File: config.mk
export PLATFORM = sky130hd
export DESIGN_NAME = inst_fetch_unit
export DESIGN_NICKNAME = d
export VERILOG_FILES = /design/src/rtl/fetch_pkg.sv /design/src/rtl/fetch_fifo.sv /design/src/rtl/inst_fetch_unit.sv
export SDC_FILE = /design/constraint.sdc
export NUM_CORES = 1
export LEC_CHECK = 0
export ABC_AREA = 1
export ABC_CLOCK_PERIOD_IN_PS = 3200
export BUFFER_PORTS_ARGS = -buffer_cell sky130_fd_sc_hd__buf_4
export CAP_MARGIN = 20
export CORE_MARGIN = 2
export CORE_UTILIZATION = 35
export DETAILED_ROUTE_END_ITERATION = 7
export MAX_ROUTING_LAYER = met4
export SLEW_MARGIN = 10
export SYNTH_ARGS = -nofsm -noshare
export SYNTH_HDL_FRONTEND = slang
export SYNTH_HIERARCHICAL = 1
export SYNTH_SLANG_ARGS = --single-unit
File: constraint.sdc
create_clock -name clk -period 3.2 [get_ports clk]
set_input_delay 0.32 -clock clk [delete_from_list [all_inputs] [get_ports clk]]
set_output_delay 0.32 -clock clk [all_outputs]
set_load 0.005 [all_outputs]
File: src/rtl/fetch_pkg.sv
// Shared constants and state encoding for the instruction fetch slice.
package fetch_pkg;

    localparam int unsigned ADDR_W     = 8;
    localparam int unsigned DATA_W     = 32;
    localparam int unsigned INSN_BYTES = 4;
    localparam logic [31:0] NOP_INST   = 32'h00000013;

    typedef enum logic [1:0] {
        IDLE = 2'd0,
        RUN  = 2'd1,
        ERR  = 2'd2
    } fetch_state_t;

endpackage

File: src/rtl/fetch_fifo.sv
// Small synchronous FIFO holding fetched {pc, inst} entries; flush has priority.
module fetch_fifo #(
    parameter int unsigned WIDTH = 40,
    parameter int unsigned DEPTH = 2
) (
    input  logic                     clk,
    input  logic                     rst_n,
    input  logic                     i_push,
    input  logic                     i_pop,
    input  logic                     i_flush,
    input  logic [WIDTH-1:0]         i_data,
    output logic [WIDTH-1:0]         o_head,
    output logic [$clog2(DEPTH):0]   o_count
);

    localparam int unsigned PTR_W = $clog2(DEPTH);

    logic [WIDTH-1:0] r_mem [DEPTH];
    logic [PTR_W-1:0] r_wr_ptr;
    logic [PTR_W-1:0] r_rd_ptr;
    logic [PTR_W:0]   r_count;

    always_ff @(posedge clk or negedge rst_n) begin
        if (!rst_n) begin
            r_wr_ptr <= '0;
            r_rd_ptr <= '0;
            r_count  <= '0;
        end else if (i_flush) begin
            r_wr_ptr <= '0;
            r_rd_ptr <= '0;
            r_count  <= '0;
        end else begin
            if (i_push) begin
                r_wr_ptr <= r_wr_ptr + PTR_W'(1);
            end
            if (i_pop) begin
                r_rd_ptr <= r_rd_ptr + PTR_W'(1);
            end
            case ({i_push, i_pop})
                2'b10:   r_count <= r_count + (PTR_W+1)'(1);
                2'b01:   r_count <= r_count - (PTR_W+1)'(1);
                default: r_count <= r_count;
            endcase
        end
    end

    always_ff @(posedge clk or negedge rst_n) begin
        if (!rst_n) begin
            for (int unsigned i = 0; i < DEPTH; i++) begin
                r_mem[i] <= '0;
            end
        end else if (i_push && !i_flush) begin
            r_mem[r_wr_ptr] <= i_data;
        end
    end

    // Empty FIFO presents zeros rather than a stale entry.
    assign o_head  = (r_count == '0) ? '0 : r_mem[r_rd_ptr];
    assign o_count = r_count;

endmodule

File: src/rtl/inst_fetch_unit.sv
// Fetch initiator: owns the PC, drives the combinational ROM, buffers words for decode
// and handles redirects (including misaligned targets) from execute.
module inst_fetch_unit #(
    parameter int unsigned          ADDR_W   = fetch_pkg::ADDR_W,
    parameter int unsigned          DATA_W   = fetch_pkg::DATA_W,
    parameter logic [ADDR_W-1:0]    RESET_PC = '0,
    parameter int unsigned          DEPTH    = 2
) (
    input  logic                 clk,
    input  logic                 rst_n,
    input  logic                 fetch_en,
    output logic [ADDR_W-1:0]    imem_addr,
    input  logic [DATA_W-1:0]    imem_data,
    input  logic                 redirect_valid,
    input  logic [ADDR_W-1:0]    redirect_pc,
    output logic                 if_valid,
    input  logic                 if_ready,
    output logic [DATA_W-1:0]    if_inst,
    output logic [ADDR_W-1:0]    if_pc,
    output logic                 misalign_err
);

    import fetch_pkg::*;

    localparam int unsigned       CNT_W    = $clog2(DEPTH) + 1;
    localparam logic [CNT_W-1:0]  FULL_CNT = CNT_W'(DEPTH);

    fetch_state_t               r_state;
    fetch_state_t               w_state_nxt;
    logic [ADDR_W-1:0]          r_pc;
    logic                       r_misalign;
    logic                       w_push;
    logic                       w_pop;
    logic                       w_redirect_bad;
    logic [CNT_W-1:0]           w_count;
    logic [ADDR_W+DATA_W-1:0]   w_head;

    assign w_redirect_bad = redirect_valid && (redirect_pc[1:0] != 2'b00);

    always_ff @(posedge clk or negedge rst_n) begin
        if (!rst_n) begin
            r_state <= IDLE;
        end else begin
            r_state <= w_state_nxt;
        end
    end

    // A redirect overrides the current state; only an aligned one leaves ERR.
    always_comb begin
        w_state_nxt = r_state;
        if (redirect_valid) begin
            if (w_redirect_bad) begin
                w_state_nxt = ERR;
            end else begin
                w_state_nxt = fetch_en ? RUN : IDLE;
            end
        end else begin
            case (r_state)
                IDLE:    if (fetch_en)  w_state_nxt = RUN;
                RUN:     if (!fetch_en) w_state_nxt = IDLE;
                ERR:     w_state_nxt = ERR;
                default: w_state_nxt = IDLE;
            endcase
        end
    end

    always_comb begin
        w_pop  = if_valid && if_ready;
        w_push = (r_state == RUN) && fetch_en && !redirect_valid &&
                 ((w_count < FULL_CNT) || w_pop);
    end

    always_ff @(posedge clk or negedge rst_n) begin
        if (!rst_n) begin
            r_pc <= RESET_PC;
        end else if (redirect_valid) begin
            r_pc <= redirect_pc;
        end else if (w_push) begin
            r_pc <= r_pc + ADDR_W'(INSN_BYTES);
        end
    end

    always_ff @(posedge clk or negedge rst_n) begin
        if (!rst_n) begin
            r_misalign <= 1'b0;
        end else if (redirect_valid) begin
            r_misalign <= w_redirect_bad;
        end
    end

    fetch_fifo #(
        .WIDTH (ADDR_W + DATA_W),
        .DEPTH (DEPTH)
    ) u_fifo (
        .clk     (clk),
        .rst_n   (rst_n),
        .i_push  (w_push),
        .i_pop   (w_pop),
        .i_flush (redirect_valid),
        .i_data  ({r_pc, imem_data}),
        .o_head  (w_head),
        .o_count (w_count)
    );

    assign imem_addr     = r_pc;
    assign if_valid      = (w_count != '0);
    assign if_pc         = w_head[ADDR_W+DATA_W-1:DATA_W];
    assign if_inst       = w_head[DATA_W-1:0];
    assign misalign_err  = r_misalign;

endmodule

## Word level (Yosys, flattened, before mapping)

Cells that the tools add are included.

| cells by class | value |
|---|---|
| $lt $le $gt $ge | 4 |
| bitwise operators | 2 |
| reduce and logical (&&, ||, !) cells | 17 |
| add/subtract/negate cells | 5 |
| mux-type cells | 21 |
| divide/modulo/power cells | 0 |
| equality and inequality tests | 6 |
| $mul | 0 |
| shift-type cells | 0 |

Operators by type and width:

| operator | number |
|---|---|
| $mux 40 | 5 |
| $bwmux 80 | 1 |
| $demux 40 s1 | 1 |
| $mux 8 | 2 |
| $mux 2 | 5 |
| $add 8x3->8 const B | 1 |
| $reduce_bool 2->1 | 4 |
| $logic_and 1x1->1 | 7 |
| $ne 3x3->1 const B | 2 |
| $pmux 2 s3 | 1 |
| $mux 1 | 5 |
| $eq 2x1->1 const B | 2 |
| $eq 2x2->1 const B | 2 |
| $ge 2x2->1 const B | 2 |
| $logic_not 2->1 | 2 |
| $not 1->2 | 2 |
| $pmux 2 s2 | 1 |
| $reduce_bool 3->1 | 1 |
| $add 1x1->1 const B | 2 |
| $add 2x1->2 const B | 1 |
| $lt 2x1->1 const B | 1 |
| $lt 2x2->1 const B | 1 |
| $reduce_and 2->1 | 1 |
| $sub 2x1->2 const B | 1 |
| 2 further kinds | 2 |

| word-level totals | value |
|---|---|
| output and inout bits | 50 |
| bits in writable memories | 0 |
| memories kept | 0 |
| word-level logic and storage cells | 63 |
| flip-flop bits (word level) | 95 |
| bits in latches | 0 |
| bits of input ports | 45 |
| ROM bits | 0 |

## Depth between registers and ports, before layout

| logic depth | value |
|---|---|
| depth in word-level cells | 7 |
| depth in mapped cells | 9 |
| depth with buffers taken out | 9 |

## Cells and area by module

Netlist, hierarchy kept.

Modules (own cells, without submodules):

| module | seq. area each (um^2) | area each (um^2) | times used | cells an instance |
|---|---|---|---|---|
| fetch_fifo | 2102.0 | 3986.3 | 1 | 460 |
| inst_fetch_unit | 275.3 | 643.1 | 1 | 84 |

## Worst setup path before layout

OpenSTA, ideal clock, no wires.

| path | value |
|---|---|
| kind | register to register |
| from | register u_fifo.r_count[1] (netlist: u_fifo/o_count[1]) |
| to | register u_fifo/r_mem[51] (netlist bit) |
| data arrival time | 1.260 ns |
| required time | 3.082 ns |
| path slack | 1.822 ns |
| setup time | 0.118 ns |
| clock period less this slack | 1.378 ns |
| stages on the path, launching flop included | 8 |
| path buffers | 1 |
| cells stage by stage | dfrtp_1 > nand2_1 > inv_1 > nor2_4 > nand3b_4 > buf_4 > nand2_1 > o21ai_2 |

| on the way | value |
|---|---|
| word-level cells in the longest chain between the ends | 5 |
| elaborated cells between the ends (all ways) | 6 |
| classes of those cells | order compare (1); reduce/logical (5) |

RTL lines:

| element | RTL line | text |
|---|---|---|
| start, declared | fetch_fifo.sv:21 | `logic [PTR_W:0] r_count;` |
| start signal, assigned | fetch_fifo.sv:40 | `2'b10: r_count <= r_count + (PTR_W+1)'(1);` |
| start signal, assigned | fetch_fifo.sv:41 | `2'b01: r_count <= r_count - (PTR_W+1)'(1);` |
| start signal, assigned | fetch_fifo.sv:42 | `default: r_count <= r_count;` |
| branches (longest 2 deep; another with $lt 2x2->1) | n/a |  |
| $logic_or 1x1->1 (*) | inst_fetch_unit.sv:70 | `((w_count < FULL_CNT) \|\| w_pop);` |
| $logic_and 1x1->1 (*) | inst_fetch_unit.sv:69 | `w_push = (r_state == RUN) && fetch_en && !redirect_valid &&` |
| net w_push | inst_fetch_unit.sv:32 | `logic w_push;` |
| $logic_and 1x1->1 (*) | fetch_fifo.sv:52 | `end else if (i_push && !i_flush) begin` |
| end signal, assigned by index | fetch_fifo.sv:53 | `r_mem[r_wr_ptr] <= i_data;` |
| end, declared | fetch_fifo.sv:18 | `logic [WIDTH-1:0] r_mem [DEPTH];` |

Mark *: on every way through the listed nets, which the timed path passes.
A chain may end at the register's enable or synchronous reset.

## Worst setup path in the final report

| path | value |
|---|---|
| from | register u_fifo.r_rd_ptr |
| to | output port if_inst[16] |

| on the way | value |
|---|---|
| word-level cells in the longest chain between the ends | 5 |

RTL lines:

| element | RTL line | text |
|---|---|---|
| start, declared | fetch_fifo.sv:20 | `logic [PTR_W-1:0] r_rd_ptr;` |
| start signal, assigned | fetch_fifo.sv:37 | `r_rd_ptr <= r_rd_ptr + PTR_W'(1);` |
| $not 1->2 (implied by the code) | fetch_fifo.sv:58 | `assign o_head = (r_count == '0) ? '0 : r_mem[r_rd_ptr];` |
| $mux 40 (implied by the code) (3 in series) | fetch_fifo.sv:58 |  |
| $mux 40 | fetch_fifo.sv:58 |  |
| end, declared | inst_fetch_unit.sv:18 | `output logic [DATA_W-1:0] if_inst,` |

No other way between the ends. The select of a mux whose other input is x is not followed.

==> impl_metrics.yaml <==
final_layout:
  nNetsFinal: 675
  diodes: 0
  drive_above_1_share_pct: 27.3
  instances_no_fill: 810
  syn_to_final_growth_pct: 23.3
  fillers: 1325
  multiInputGateArea_sq_um: 1800
  finish.utilization_pct: 43.6
  seqCellArea_sq_um: 2380
synth:
  netlist_top_cells_count: "nand2_1, dfrtp_1, inv_1"
  ys_warn_count: 6
  yosys.area.top_type_share_pct: 51.4
  yosysTopAreaCell: "dfrtp_1"
  synth_nets: 590
  synth_most_common_cell: "nand2_1"
  synth_cells: 544
  ys_seq_area_share_pct: 51.4
  avgSynthCellArea_sq_um: 8.51
  synth_area_leaders: "dfrtp_1, nand2_1, o21ai_2, a21oi_1, inv_1"
  synth_seq_cells: 95
  synth-main-ff-cell: "dfrtp_1"
  synth_edf_count: 0
  synth.distinct_cells: 25
  mappedNetlistArea_sq_um: 4630
  synthArstFlopShare_pct: 100
critical_path:
  cp-startpoint: "u_fifo/r_rd_ptr"
  r2r-start: "u_fifo/o_count[1]"
  start_kind: "flop"
  cp.arrival_ps: 1960
  crit_type: "reg2out"
  cp.required_ps: 2880
  r2r_cells: 7
  r2r_slack_ps: 1310
  end_kind: "primary output"
  crit_path_end: "if_inst[16]"
  reg2reg_to: "u_fifo/r_mem[76]"
  crit_fanout: 27
timing:
  max_slew_margin_pct: 42.5
  timing.setup.tns_ps: 0
  grt_setup_unrepaired: "no"
  fmax_mhz: 439
  fin_crit_sh_pct: 71.3
  setup_viol: 0
  slew_violations: 0
  hold_viol: 0
  fin_crit_ps: 2280
  skew_ps: 4.41
  worst_pin_slew_ps: 863
clock_network:
  cts_tree: "built"
  clock_path_buffers: 2
  root_buffer: "clkbuf_16"
  clk_pin_slew_worst_paths_ps: 60
  h-tree-depth: 3
  hold_buffers: 0
  cts_sinks: 95
  cts_resized: 0
  numCtsBuffers: 9
  post_cts_buffers: 0
  clkLatencyLatePin_ps: 340
power:
  p_sw_mw: 1.13
  vdd_drop_max_mv: 0.235
  p_leak_nw: 2.87
  clkPwrFrac_pct: 29.3
  swShare_pct: 31.4
  p_per_area_nw_per_um2: 630
  internal_power_mw: 2.47
  p_comb_share_pct: 28.5
  seq_power_share_pct: 42.2
detailed_routing:
  drt_first_pass_iters: 4
  avgViaCountPerCell: 4.63
  dr.first_iter.drc_count: 318
  num_vias: 3753
  ant_nets: 0
  wirelength_microns: 10400
  routedWlPerCell_microns: 12.9
  drcViolationCount: 0
floorplanning:
  dieArea_sq_um: 14200
  core_area_sq_um: 13100
  fp.dieH_microns: 119
  die_x_microns: 119
  initial_core_util_pct: 35.4
  num_rows: 42
  io_pins: 95
global_routing:
  grt_max_degree: 81
  first_global_vias: 3685
  globalRoute.totalOverflow: 0
  gr-max-usage-layer: "met2"
  use_met1_pct: 22.1
  met3_usage_pct: 2.63
  gr-usage-met2_pct: 24.5
  antenna_found_initial: 0
  grt_usage_pct: 16.2
  grt_pass1_wl_microns: 18100
run_status:
  status: "finished, final reports clean"
placed_design:
  placed_cells: 792
  io_buffers: 94
  hpwl_microns: 6930
  gp_congestion: 0.764
min_path:
  hold_class: "in2reg"
flow_run:
  drv_cap: 0
[flip-flops by register name, indices dropped and copies added (netlist names)]
register and cells:
u_fifo/r_wr_ptr 1, u_fifo/r_rd_ptr 1, r_state 2, misalign_err 1
u_fifo/r_mem 80, u_fifo/o_count 2, imem_addr 8
[cells by family after synthesis]
family                   after synthesis  share of synthesized area [%]
XOR/XNOR                               2                          0.378
adder cells (fa/ha/maj)                1                          0.270
AO/OA/AOI/OAI                        128                           17.4
buffers and inverters                 88                           9.84
flip-flops                            95                           51.4
AND/OR/NAND/NOR                      230                           20.8
[placed cells by master, fill, tap and decap left out, types with 2 or more instances in the layout]
cell type / count
inv_1: 54
buf_4: 102
nand3_2: 4
nand4_1: 2
dfrtp_1: 94
nor2_4: 2
o21ai_1: 40
nand2_2: 2
clkbuf_1: 2
inv_2: 3
xor2_1: 2
clkinv_2: 3
clkbuf_16: 9
nand3_1: 14
a21oi_1: 42
nand2_1: 203
o21ai_2: 42
[through the flow]
stage | area [sq um] | hold slack, ps | worst slack (ps) | power, mW
2_1_floorplan | 4630 | 24.4 | 1820 | 2.12
6_report | 5710 | 188 | 920 | 3.60
3_5_place_dp | 5380 | 462 | 1190 | 2.58
4_1_cts | 5670 | 177 | 903 | 3.66
3_3_place_gp | 5380 | 441 | 1250 | 2.56
5_1_grt | 5710 | 184 | 748 | 3.85
[final cells by class]
type	instances	share of cell area, %
Sequential cell	95	41.7
Clock buffer	12	4.32
Timing Repair Buffer	104	14.1
Clock inverter	4	0.789
Inverter	58	3.81
Multi-Input combinational cell	361	31.5
Tap cell	176	3.86
[worst min path at each step]
stage	from	end	slack [ps]	cells after the start
after CTS	redirect_pc[0]	imem_addr[0]	180	3
after floorplan	rst_n	imem_addr[0]	20	0
final	redirect_pc[0]	imem_addr[0]	190	3
after global routing	redirect_pc[0]	imem_addr[0]	180	3
after global placement	r_state[0]	r_state[1]	440	1
after detailed placement	r_state[0]	r_state[1]	460	1
[critical path, cell delays in order (launching register included)]
cell     delay [ps]
dfrtp_2         400
inv_1           360
buf_4           400
nand2_1          80
a21oi_1         220
buf_4           160
[power by group through the flow]
stage / registers (mW) / logic (mW) / clock network, mW
2_1_floorplan: 1.51 / 0.616 / 0
3_3_place_gp: 1.53 / 1.02 / 0
3_5_place_dp: 1.54 / 1.04 / 0
4_1_cts: 1.52 / 1.04 / 1.10
5_1_grt: 1.55 / 1.15 / 1.15
6_report: 1.52 / 1.02 / 1.05
[layer usage]
metal	share of wire (%)	vias up	wire length, microns
met5	0	-	0
met4	1.5	0	156
met3	4.1	11	428
met2	46	94	4810
met1	48	1749	5040
li1	-	1899	-
Power figures use the tool's default switching activity.
